### config.mk
export PLATFORM = sky130hd
export DESIGN_NAME = ps_swallow_ctrl
export DESIGN_NICKNAME = d
export VERILOG_FILES = /design/src/rtl/ps_div_pkg.sv /design/src/rtl/swallow_down_counter.sv /design/src/rtl/ps_swallow_ctrl.sv
export SDC_FILE = /design/constraint.sdc
export NUM_CORES = 1
export LEC_CHECK = 0
export ABC_AREA = 1
export ABC_CLOCK_PERIOD_IN_PS = 1850
export CAP_MARGIN = 20
export CORE_MARGIN = 4
export CORE_UTILIZATION = 58
export CTS_CLUSTER_DIAMETER = 120
export DETAILED_ROUTE_END_ITERATION = 7
export PLACE_DENSITY = 0.82
export SYNTH_ARGS = -nofsm -noshare
export SYNTH_HDL_FRONTEND = slang
export SYNTH_SLANG_ARGS = --single-unit
### constraint.sdc
create_clock -name Fin -period 1.85 [get_ports Fin]
set_input_delay 0.185 -clock Fin [delete_from_list [all_inputs] [get_ports Fin]]
set_output_delay 0.185 -clock Fin [all_outputs]
set_load 0.05 [all_outputs]
### src/rtl/ps_div_pkg.sv
// ps_div_pkg: definitions shared by the pulse-swallow controller.
//   OUT_PULSE / OUT_DUTY : div_out shape, selected per frame by out_mode
//   ceil_half()          : ceil(P/2), the length of the high half in duty mode
//   PS_DIV_CHECK_WIDTHS  : elaboration-time check that S_WIDTH <= P_WIDTH
package ps_div_pkg;

  localparam logic OUT_PULSE = 1'b0;
  localparam logic OUT_DUTY  = 1'b1;

  // The operand is a zero-extended P_WIDTH value; callers cast the result back.
  function automatic logic [31:0] ceil_half(input logic [31:0] p);
    return (p >> 1) + {31'b0, p[0]};
  endfunction

endpackage

// A swallow count wider than the program count could never be honoured,
// so such a configuration is rejected at elaboration.
`ifndef PS_DIV_CHECK_WIDTHS
`define PS_DIV_CHECK_WIDTHS(PW, SW) \
  generate \
    if ((SW) > (PW)) begin : g_bad_width \
      $error("S_WIDTH must not exceed P_WIDTH"); \
    end \
  endgenerate
`endif

### src/rtl/swallow_down_counter.sv
// swallow_down_counter: down-counter that saturates at zero.
//   Fin      : clock, rising edge
//   rst      : asynchronous reset, active-high (count -> 0)
//   load     : load load_val this edge (has priority over counting)
//   load_val : value to load
//   en       : decrement enable when not loading
//   cnt      : current count
//   zero     : high when cnt == 0
module swallow_down_counter #(
  parameter int WIDTH = 6
) (
  input  logic             Fin,
  input  logic             rst,
  input  logic             load,
  input  logic [WIDTH-1:0] load_val,
  input  logic             en,
  output logic [WIDTH-1:0] cnt,
  output logic             zero
);

  logic [WIDTH-1:0] r_cnt;

  always_ff @(posedge Fin or posedge rst) begin
    if (rst) begin
      r_cnt <= '0;
    end else if (load) begin
      r_cnt <= load_val;
    end else if (en && (r_cnt != '0)) begin
      r_cnt <= r_cnt - WIDTH'(1);
    end
  end

  assign cnt  = r_cnt;
  assign zero = (r_cnt == '0);

endmodule

### src/rtl/ps_swallow_ctrl.sv
// ps_swallow_ctrl: pulse-swallow controller for a dual-modulus prescaler.
// Counts Fin cycles in frames of Pe cycles and holds mc high for the first
// Se cycles, giving a total division of P*N + S. P, S and out_mode are
// captured only at a frame start, so they may change at any time.
//   Fin      : prescaler output clock, rising edge
//   rst      : asynchronous reset, active-high
//   en       : run enable; low aborts the current frame
//   p_val    : program count P (0 is treated as 1)
//   s_val    : swallow count S (clamped to Pe)
//   out_mode : 0 = pulse div_out, 1 = ~50% duty div_out
//   mc       : modulus control, 1 = divide by N+1
//   div_out  : divided output
//   frame_st : high in the first cycle of each frame
//   s_clamp  : high for a frame whose S exceeded Pe
module ps_swallow_ctrl
  import ps_div_pkg::*;
#(
  parameter int P_WIDTH = 6,
  parameter int S_WIDTH = 4
) (
  input  logic               Fin,
  input  logic               rst,
  input  logic               en,
  input  logic [P_WIDTH-1:0] p_val,
  input  logic [S_WIDTH-1:0] s_val,
  input  logic               out_mode,
  output logic               mc,
  output logic               div_out,
  output logic               frame_st,
  output logic               s_clamp
);

  `PS_DIV_CHECK_WIDTHS(P_WIDTH, S_WIDTH)

  logic               r_running;
  logic               r_mode_sh;
  logic [P_WIDTH-1:0] r_thr_sh;
  logic               r_mc;
  logic               r_div;
  logic               r_frame_st;
  logic               r_s_clamp;

  logic [P_WIDTH-1:0] w_p_eff;
  logic [P_WIDTH-1:0] w_s_ext;
  logic [P_WIDTH-1:0] w_s_eff;
  logic               w_s_over;
  logic [P_WIDTH-1:0] w_thr;
  logic               w_start;
  logic               w_load;
  logic [P_WIDTH-1:0] w_p_load_val;
  logic [P_WIDTH-1:0] w_s_load_val;
  logic [P_WIDTH-1:0] w_p_cnt;
  logic               w_p_zero;
  logic [P_WIDTH-1:0] w_p_next;
  logic [P_WIDTH-1:0] w_s_cnt_unused;
  logic               w_s_zero;

  // Effective frame parameters computed from the live inputs; they only
  // matter on the frame-start edge where they are captured.
  assign w_p_eff  = (p_val == '0) ? P_WIDTH'(1) : p_val;
  assign w_s_ext  = P_WIDTH'(s_val);
  assign w_s_over = (w_s_ext > w_p_eff);
  assign w_s_eff  = w_s_over ? w_p_eff : w_s_ext;

  // Duty mode is high for k < ceil(Pe/2). With p_cnt = Pe-1-k this is
  // p_cnt >= Pe - ceil(Pe/2), so only that threshold needs a shadow.
  assign w_thr = w_p_eff - P_WIDTH'(ceil_half(32'(w_p_eff)));

  // A frame starts when idle or after its last cycle; this is what removes
  // any dead cycle between frames, and makes Pe=1 start on every edge.
  assign w_start = en && (!r_running || w_p_zero);

  // Both counters load on a frame start and are cleared on an abort.
  assign w_load       = w_start || !en;
  assign w_p_load_val = en ? (w_p_eff - P_WIDTH'(1)) : '0;
  // s_cnt counts the mc-high cycles still to come after the current one.
  assign w_s_load_val = (en && (w_s_eff != '0)) ? (w_s_eff - P_WIDTH'(1)) : '0;

  assign w_p_next = w_p_cnt - P_WIDTH'(1);

  swallow_down_counter #(.WIDTH(P_WIDTH)) u_p_cnt (
    .Fin      (Fin),
    .rst      (rst),
    .load     (w_load),
    .load_val (w_p_load_val),
    .en       (en),
    .cnt      (w_p_cnt),
    .zero     (w_p_zero)
  );

  swallow_down_counter #(.WIDTH(P_WIDTH)) u_s_cnt (
    .Fin      (Fin),
    .rst      (rst),
    .load     (w_load),
    .load_val (w_s_load_val),
    .en       (en),
    .cnt      (w_s_cnt_unused),
    .zero     (w_s_zero)
  );

  // Outputs are registered with the value for the cycle that follows the edge.
  always_ff @(posedge Fin or posedge rst) begin
    if (rst) begin
      r_running  <= 1'b0;
      r_mode_sh  <= OUT_PULSE;
      r_thr_sh   <= '0;
      r_mc       <= 1'b0;
      r_div      <= 1'b0;
      r_frame_st <= 1'b0;
      r_s_clamp  <= 1'b0;
    end else if (!en) begin
      // Abort: s_clamp deliberately keeps reporting the last frame.
      r_running  <= 1'b0;
      r_mc       <= 1'b0;
      r_div      <= 1'b0;
      r_frame_st <= 1'b0;
    end else if (w_start) begin
      r_running  <= 1'b1;
      r_mode_sh  <= out_mode;
      r_thr_sh   <= w_thr;
      r_s_clamp  <= w_s_over;
      r_mc       <= (w_s_eff != '0);
      r_frame_st <= 1'b1;
      // k=0 is high in both modes since ceil(Pe/2) >= 1.
      r_div      <= 1'b1;
    end else begin
      r_mc       <= !w_s_zero;
      r_frame_st <= 1'b0;
      r_div      <= (r_mode_sh == OUT_DUTY) && (w_p_next >= r_thr_sh);
    end
  end

  assign mc       = r_mc;
  assign div_out  = r_div;
  assign frame_st = r_frame_st;
  assign s_clamp  = r_s_clamp;

endmodule

==> impl_results.md <==
* Status: finished with violations
* Violated checks: setup timing
* DP Wirelength at 3.95 mm
* GRT Overall Usage at 24.9%
* Final net count at 375
* Critical path endpoint: u_s_cnt.cnt[3]
* Via/cell ratio at 5.29
* Final Routed Wirelength at 5.20 mm
* Reg2reg path depth at 11
* Port buffer count at 17
* Max-slew violations at 0
* Mapped Nets at 303
* Total vias in the final route at 1994
* RSZ-0062 raised after global routing: yes
* Reg-to-reg critical path endpoint: div_out
* Critical path required time at 2140 ps
* Chip Height at 66.9 um
* Critical Path Fanout Max at 5
* Clock latency on the worst-skew pair at 340 ps
* CTS clk-pin slew, worst paths at 140 ps
* Starting Density at 60.4%
* Mux contribution to synthesized area at 0%
* Post-route DRC at 0
* Switching Share at 39.0%
* Placer Congestion at 0.949
* Clock Root Buffer: clkbuf_4
* Synthesis-to-finish area growth at 41.2%
* Final min period at 2090 ps
* CTS Sinks at 24
* Critical Path End Type: flip-flop
* Max Clock Freq at 478 MHz
* Post-synthesis adder-cell area fraction at 18.0%
* Fin util at 85.3%
* H-tree levels at 1
* Antenna Nets Post-Route at 0
* Crit Path Category: in -> reg
* Sequential fraction of design power at 32.0%
* Layout cell share with drive strength beyond 1 at 36.6%
* CP Launch Type: input pin
* CTS tree: done
* Initial drt markers at 92
* N_diodes at 0
* Multi-input logic area at 0.00140 mm2
* Avg Cell Area, Syn at 7.75 um2
* Number of max-cap violations at 0
* FF-to-FF Start: u_p_cnt.cnt[1]
* PwrDens at 739 mW/mm2
* Hold Crit Class: in -> async
* Vias in the first global route at 2045
* CTS Hold Bufs at 0
* Sequential-to-total area share from yosys stat at 29.8%
* Hold Slack at 162 ps
* Pre-antenna DRT Iters at 4
* Post-synthesis simple-gate area fraction at 25.3%
* Slew at the pin closest to its max-slew limit at 496 ps
* Static Leak at 1.48 nW
* Seq cells post-synth at 24
* Placed cell count at 364
* Rel. slew slack at 66.8%
* Final setup vio count at 8
* Row cnt at 21
* Yosys Warn Count at 0
* Cell Area, Synth at 0.00201 mm2
* CORE AREA at 0.00334 mm2
* Width of the die at 66.9 um
* Initial antenna violation count at 0
* Tcrit/Tclk final at 113%
* Internal at 0.00128 W
* XOR/XNOR share of the synthesized area at 4.78%
* Die area at 0.00448 mm2
* Switching power total at 0.000819 W
* Global route total overflow at 0
* Setup TNS at -1580 ps
* Drt wl/cell at 13.8 um
* Syn Inst Count at 260
* Clk buf depth at 2
* Crit path DAT at 2380 ps
* Fin. Hold Viols at 0
* First-pass GRT wire length at 8.43 mm
* Main combinational cell family by area after synthesis: simple AND/OR/NAND/NOR gates
* Commonest non-fill, non-tap cell in the layout: buf_4
* Most frequent cells in the layout: buf_4 (53), nand2_1 (42), inv_1 (34), ha_1 (25), dfrtp_1 (24)
* Largest net degree at the start of global routing at 25
* Register area at 601 um2
* Compound-Gate Fraction of Synth Area at 12.6%
* Clk_skew at 11.4 ps
* Worst reg-to-reg setup slack at -50 ps
* Final Non-Filler Cells at 377
* CTS Buf Count at 3
* Setup crit start: p_val[3]
* IO Count at 18
* Clock Power Share at 18.8%
* Max IR drop VDD at 0.387 mV
* Count of cell types in the netlist at 32
* Final WS setup at -242 ps
* Combinational share of power at 49.2%
* Fillers at 197
-- critical path, cell delays in order --
cell        delay, ps
buf_8              80
clkinvlp_4         90
ha_4              170
nand2_4            70
inv_4              50
nand2_4            60
nand2_4            60
ha_4              270
nand2_4            50
nor2_4            120
nand2_2            90
nand2_4            80
nand2_4            70
o21ai_4           130
inv_2              70
ha_4              150
nand2_2            50
inv_2              30
nand2_2            60
nor2_4             50
nor2_4            170
nand3_2           100
a21oi_2           130
-- synthesized netlist by cell type --
cell	n	area share [%]
nand2_1	50	9.3
inv_1	40	7.5
ha_1	29	18
dfrtp_1	24	30
o21ai_0	16	4.0
nand3_1	15	3.7
nor2_1	13	2.4
a21oi_1	11	2.7
nand2_2	8	2.5
inv_2	7	1.3
xor2_1	7	3.0
a21oi_2	4	1.7
xnor2_1	4	1.7
nor2_2	3	0.93
nor2_4	3	1.7
nor3_1	3	0.75
o21ai_1	3	0.75
buf_2	2	0.50
nand2_4	2	1.1
nand3_2	2	0.99
nand3b_1	2	0.75
o22ai_1	2	0.62
a211o_1	1	0.43
a22oi_1	1	0.37
clkbuf_1	1	0.19
nand3_4	1	0.87
nand4_1	1	0.31
o2111ai_1	1	0.43
o211ai_1	1	0.37
o21a_1	1	0.37
o21ai_2	1	0.43
o21bai_1	1	0.37
-- flip-flops by register name, indices dropped and copies added (netlist names) --
signal       flops
frame_st         1
mc               1
s_clamp          1
u_p_cnt.cnt      6
r_thr_sh         6
div_out          1
r_running        1
u_s_cnt.cnt      6
r_mode_sh        1
-- worst min-delay path by stage --
stage                     start           to  slack (ps)  cells after the start
floorplan                   rst      div_out         200                      1
global placement      r_mode_sh    r_mode_sh         460                      2
detailed placement  r_thr_sh[3]  r_thr_sh[3]         470                      2
CTS                         rst           mc         180                      3
global route                rst     frame_st         200                      3
finish                      rst    r_running         160                      3
-- final cells by class --
class	instances	share of cell area (%)
multi-input combinational	186	49.1
sequential	24	21.1
timing repair buffer	70	19.5
inverter	47	6.42
tap	46	2.02
clock inverter	1	1.06
clock buffer	3	0.792
-- power groups by stage --
stage / Clock, W / Combinational, W / Sequential [W]
2_1_floorplan: 0 / 0.000558 / 0.000712
3_3_place_gp: 0 / 0.000863 / 0.000672
3_5_place_dp: 0 / 0.000910 / 0.000678
4_1_cts: 0.000393 / 0.000953 / 0.000671
5_1_grt: 0.000414 / 0.00114 / 0.000681
6_report: 0.000396 / 0.00103 / 0.000673
-- cell families after synthesis --
logic type	count (synthesis)
buffers and inverters	50
adders and majority gates	29
DFF	24
xor gates and xnor gates	11
AOI/OAI and AO/OA	43
and+or+nand+nor	103
-- per-stage QoR --
stage / power, W / worst slack, ps / instance area (um2)
4_1_cts: 0.00202 / -305 / 2790
2_1_floorplan: 0.00127 / -509 / 2100
3_5_place_dp: 0.00159 / -1100 / 2640
5_1_grt: 0.00224 / -333 / 2850
6_report: 0.00210 / -242 / 2850
3_3_place_gp: 0.00154 / -966 / 2640
-- timing repair --
item | 4_1_cts | 5_1_grt
hold endpoints to repair | 0 | 0
cloned | 0 | 0
resized for setup | 35 | 12
endpoints found under the setup margin | 13 | 11
pin swaps | 17 | 13
buffers inserted | 6 | 3
-- layer usage --
metal / share of wire [%] / vias to the layer above / track usage (%)
met3: 3.6 / 21 / 3.71
met1: 39 / 938 / 26.3
met5: 0 / - / 0
li1: - / 977 / -
met4: 4.0 / 0 / 16.2
met2: 54 / 58 / 45.3
Note: power is estimated with default switching activity, not from simulation.
